===== src/rtl/w_schedule_stream.sv =====
// Streaming SHA-256/SHA-512 message schedule: one 16-word block in, W[0..NUM_ROUNDS-1] out.
// Optional W_VECTOR_OUT_EN adds a flattened copy of the emitted words (w_vector, w_vector_complete).
module w_schedule_stream #(
  parameter int WORD_WIDTH = 32,
  parameter int NUM_ROUNDS = 64,
  parameter int IDX_W      = $clog2(NUM_ROUNDS)
) (
  input  logic                     clock,
  input  logic                     reset,
  input  logic                     msg_valid,
  output logic                     msg_ready,
  input  logic [16*WORD_WIDTH-1:0] message_block,
  output logic                     w_valid,
  input  logic                     w_ready,
  output logic [WORD_WIDTH-1:0]    w_word,
  output logic [IDX_W-1:0]         w_index,
  output logic                     w_last
`ifdef W_VECTOR_OUT_EN
  ,
  output logic [NUM_ROUNDS*WORD_WIDTH-1:0] w_vector,
  output logic                             w_vector_complete
`endif
);

  localparam int W = WORD_WIDTH;
  localparam logic [IDX_W-1:0] LAST_IDX = IDX_W'(NUM_ROUNDS - 1);

  if (!(WORD_WIDTH == 32 || WORD_WIDTH == 64)) begin : g_bad_width
    $error("w_schedule_stream: WORD_WIDTH must be 32 or 64");
  end
  if (NUM_ROUNDS < 16 || NUM_ROUNDS > 255) begin : g_bad_rounds
    $error("w_schedule_stream: NUM_ROUNDS must be in 16..255");
  end

  function automatic logic [W-1:0] rotr(input logic [W-1:0] x, input int unsigned n);
    return (x >> n) | (x << (W - n));
  endfunction

  function automatic logic [W-1:0] sig0(input logic [W-1:0] x);
    if (W == 32) return rotr(x, 7) ^ rotr(x, 18) ^ (x >> 3);
    else         return rotr(x, 1) ^ rotr(x, 8)  ^ (x >> 7);
  endfunction

  function automatic logic [W-1:0] sig1(input logic [W-1:0] x);
    if (W == 32) return rotr(x, 17) ^ rotr(x, 19) ^ (x >> 10);
    else         return rotr(x, 19) ^ rotr(x, 61) ^ (x >> 6);
  endfunction

  typedef enum logic {IDLE, STREAM} state_t;

  state_t              state, state_nxt;
  logic [15:0][W-1:0]  win;
  logic [IDX_W-1:0]    cnt;
  logic [W-1:0]        w_new;
  logic                is_last, w_hs, m_hs, adv;

  assign is_last = (cnt == LAST_IDX);
  assign w_hs    = w_valid && w_ready;
  assign m_hs    = msg_valid && msg_ready;
  assign adv     = w_hs && !is_last;
  // win[0] is the word on the output; win[15] receives W[t+16]
  assign w_new   = sig1(win[14]) + win[9] + sig0(win[1]) + win[0];

  always_ff @(posedge clock) begin
    if (reset) state <= IDLE;
    else       state <= state_nxt;
  end

  always_comb begin
    state_nxt = state;
    msg_ready = 1'b0;
    w_valid   = 1'b0;
    case (state)
      IDLE: begin
        msg_ready = 1'b1;
        if (msg_valid) state_nxt = STREAM;
      end
      STREAM: begin
        w_valid = 1'b1;
        if (w_ready && is_last) state_nxt = IDLE;
      end
      default: state_nxt = IDLE;
    endcase
  end

  assign w_word  = win[0];
  assign w_index = cnt;
  assign w_last  = w_valid && is_last;

  // Counter returns to 0 on the last word so IDLE always shows index 0
  always_ff @(posedge clock) begin
    if (reset)              cnt <= '0;
    else if (m_hs)          cnt <= '0;
    else if (w_hs) begin
      if (is_last)          cnt <= '0;
      else                  cnt <= cnt + 1'b1;
    end
  end

  for (genvar i = 0; i < 16; i++) begin : g_win
    always_ff @(posedge clock) begin
      if (reset)     win[i] <= '0;
      else if (m_hs) win[i] <= message_block[(15-i)*W +: W];
      else if (adv)  win[i] <= (i == 15) ? w_new : win[(i+1) % 16];
    end
  end

`ifdef W_VECTOR_OUT_EN
  logic [NUM_ROUNDS-1:0][W-1:0] vec;
  logic                         vec_done;

  // Slot t sits at vec[NUM_ROUNDS-1-t] so W[0] lands in the MSBs
  always_ff @(posedge clock) begin
    if (reset) begin
      vec      <= '0;
      vec_done <= 1'b0;
    end else begin
      vec_done <= w_hs && is_last;
      if (w_hs) vec[LAST_IDX - cnt] <= win[0];
    end
  end

  assign w_vector          = vec;
  assign w_vector_complete = vec_done;
`endif

endmodule

===== config.mk =====
export PLATFORM = sky130hd
export DESIGN_NAME = w_schedule_stream
export DESIGN_NICKNAME = d
export VERILOG_FILES = /design/src/rtl/w_schedule_stream.sv
export SDC_FILE = /design/constraint.sdc
export NUM_CORES = 2
export LEC_CHECK = 0
export CORE_MARGIN = 3
export CORE_UTILIZATION = 45
export CTS_CLUSTER_DIAMETER = 80
export CTS_CLUSTER_SIZE = 20
export DETAILED_ROUTE_END_ITERATION = 7
export MAX_ROUTING_LAYER = met4
export PLACE_DENSITY = 0.71
export SYNTH_ARGS = -nofsm -noshare
export SYNTH_HDL_FRONTEND = slang
export SYNTH_SLANG_ARGS = --single-unit

===== constraint.sdc =====
create_clock -name clock -period 4.45 [get_ports clock]
set_input_delay 0.89 -clock clock [delete_from_list [all_inputs] [get_ports clock]]
set_output_delay 0.89 -clock clock [all_outputs]
set_load 0.01 [all_outputs]

==> flow_summary.yaml <==
outcome:
  status: "finished clean"
cts:
  insertion_delay_ns: 0.58
  clockBufferDepth: 3
  cts_root_buf: "clkbuf_16"
  cts_buffers: 37
  ctsHtreeMaxLevel: 2
  path_clk_slew_ns: 0.08
  clock_sinks: 519
  cts_tree: "done"
timing:
  max_slew_margin_pct: 37.1
  worstMarginPinSlew_ns: 0.943
  period_share_pct: 93.2
  fmax_mhz: 241
  finalHoldViolCount: 0
  tns_ns: 0
  slew_viol_final: 0
  period_minus_slack_ns: 4.15
  setup_viol: 0
  fin_skew_ns: 0.0260
  holdWs_ns: 0.477
  layout_setup_ws_ns: 0.301
  rsz0062_at_grt: "false"
place:
  gp_congestion: 0.969
  dp_hpwl_mm: 80.9
  io_buffers: 556
  dp_slack_ns: 0.165
  placed_cell_area_mm2: 0.0327
critical_path:
  cp_max_fo: 5
  critPathSlowestCell: "fa_1"
  crit_top_cell: "fa_1"
  worstPathArrival_ns: 4.60
  critPathMaxStageDelay_ns: 0.48
  crit_path_end_kind: "flip-flop"
  path_class: "reg2reg"
  r2r_start: "win[466]"
  path_cells: "xor2_1 > xnor2_1 > fa_1 > fa_1 > inv_1 > ha_1 > inv_1 > fa_1 > nand2b_1 > a21oi_2 > o21ai_1 > a21oi_1 > buf_4 > o21ai_1 > xor2_1 > a2111oi_0"
  cp.required_ns: 4.91
  critPathLaunchType: "flip-flop"
  worstSetupStartpoint: "win[466]"
final_layout:
  postLayoutCellArea_mm2: 0.0338
  area_growth_pct: 26.0
  final_nets: 4419
  post_route_cells_drive_above_1_share_pct: 3.87
die:
  ios: 557
  die_h_um: 250
  core_area_mm2: 0.0584
  dieWidth_um: 250
  start_util_pct: 46.0
  rows: 88
  die_area_mm2: 0.0627
grt:
  grt_use_total_pct: 33.4
  grt_pass1_wl_mm: 154
  grt-ovfl-total: 0
  grt_max_degree: 160
  antenna_found_initial: 19
  grt_pass1_vias: 24200
logic_synthesis:
  synth_top_area_cell: "dfxtp_1"
  netlist_instances: 3518
  synth_area_leaders: "dfxtp_1 39%, a311oi_1 16%, nand2_1 14%"
  ys_seq_area_share_pct: 38.7
  synth_ff_type: "dfxtp_1"
  synth-edff-count: 0
  synthArstFlopShare_pct: 0
  synthesis.area_mm2: 0.0269
  yosysMostFrequentCell: "nand2_1"
  ys_ff_latch: 519
  synth_top_area_share_pct: 38.7
  ys_warn_count: 0
  syn_avg_cell_area_um2: 7.64
  synth_fp_nets: 4128
  yosys.cell_types.count: 60
  synth_common_cells: "999 x nand2_1, 553 x nor2_1, 519 x dfxtp_1"
power:
  seq_power_share_pct: 36.3
  p_leak_nw: 12.6
  switchingPower_mw: 5.98
  pwr-share-comb_pct: 41.1
  p_per_area_mw_per_mm2: 453
  p_int_mw: 9.35
  vdd_drop_max_mv: 0.281
  swShare_pct: 39.0
  power_frac_clock_pct: 22.5
  finalPower_mw: 15.3
route:
  drt_iter0_markers: 2767
  vias: 26100
  drt-pass1-iter-count: 6
  post-route-drc-count: 0
  post_drt_wl_per_cell_um: 23.1
  vias_per_cell: 5.66
  ant_nets: 0
  routed_wl_mm: 107
hold_path:
  hp-class: "reg2reg"
  min_from: "win[156]"
job:
  maxCapViolations: 0
==> layout by cell type, fill, tap and decap left out, drive strengths merged, types with 3 or more instances in the layout <==
master and instances:
and2 3, o21bai 4, a311oi 487, nor3 10, a211oi 11, clkinv 3
buf 73, or3 7, clkdlybuf4s50 555, o21ai 38, nand2 999, diode 18
a21oi 40, nand4 8, fa 62, nor2b 3, clkbuf 42, o22ai 3
o21a 3, a31oi 3, ha 32, o221ai 4, mux2 6, xnor2 82
xor2 55, nand2b 10, and3 6, nand3 13, clkinvlp 4, o221a 3
a211o 3, o211ai 5, inv 133, nor2 553, a2111oi 11, a21o 9
dfxtp 519
==> per-layer routing <==
metal	routed length [µm]	track usage [%]	vias up
li1	-	-	12500
met1	44500	43.7	12300
met2	48300	50.9	1118
met3	9980	7.39	153
met4	3740	11.7	0
met5	0	-	-
==> logic make-up (layout without fill, tap and decap cells) <==
kind of cell,after synthesis,in the layout,share of synthesized area (%)
xor gates and xnor gates,137,137,4.47
AOI/OAI and AO/OA,635,635,19.6
and+or+nand+nor,1621,1621,23.3
muxes,8,8,0.326
buffers and inverters,504,810,7.55
other,0,18,0
adders and majority gates,94,94,6.11
DFF,519,519,38.7
==> worst paths after layout <==
check,to,slack (ns),cells after the start
worst min register to register,win[124],0.48,2
worst min-delay path,win[124],0.48,2
worst max register to register,win[501],0.30,16
worst max-delay path,win[501],0.30,16
==> critical path, delay by kind of cell (launching register included) <==
kind / cells / cell delay [ns]
adders and majority gates: 4 / 1.53
xor gates and xnor gates: 3 / 0.58
DFF: 1 / 0.33
and+or+nand+nor: 1 / 0.20
buffers and inverters: 3 / 0.30
AOI/OAI and AO/OA: 5 / 1.09
==> final cells by class <==
| type | instances | area, µm² |
|---|---|---|
| antenna | 18 | 45.0 |
| clock buffer | 42 | 975 |
| clock inverter | 12 | 141 |
| fill | 5509 | 24500 |
| inverter | 128 | 480 |
| multi-input combinational | 2495 | 14500 |
| sequential | 519 | 10400 |
| tap | 765 | 957 |
| timing repair buffer | 628 | 6370 |
==> per-stage QoR <==
stage | util, % | instances
detailed placement | 56.0 | 4535
floorplan | - | 3518
finish | 58.0 | 4607
CTS | 57.9 | 4589
global route | 58.0 | 4607
global placement | 56.0 | 4535
==> registers in the layout, indices dropped and copies added, names as in the netlist <==
| signal | flops |
|---|---|
| win | 480 |
| w_word | 32 |
| state | 1 |
| w_index | 6 |
==> repair_timing <==
action	in CTS	in global routing
gates resized for setup	0	1
buffers inserted	0	0
hold buffers	0	0
setup endpoints to repair	0	1
==> power by group through the flow <==
| stage | combinational, mW | clock (mW) | sequential (mW) |
|---|---|---|---|
| after CTS | 6.24 | 3.49 | 5.55 |
| after global routing | 6.92 | 3.65 | 5.61 |
| after global placement | 6.21 | 0 | 5.64 |
| after floorplan | 4.20 | 0 | 5.42 |
| after detailed placement | 6.20 | 0 | 5.65 |
| final | 6.31 | 3.45 | 5.57 |
No activity file was read; power rests on OpenSTA's default activity.
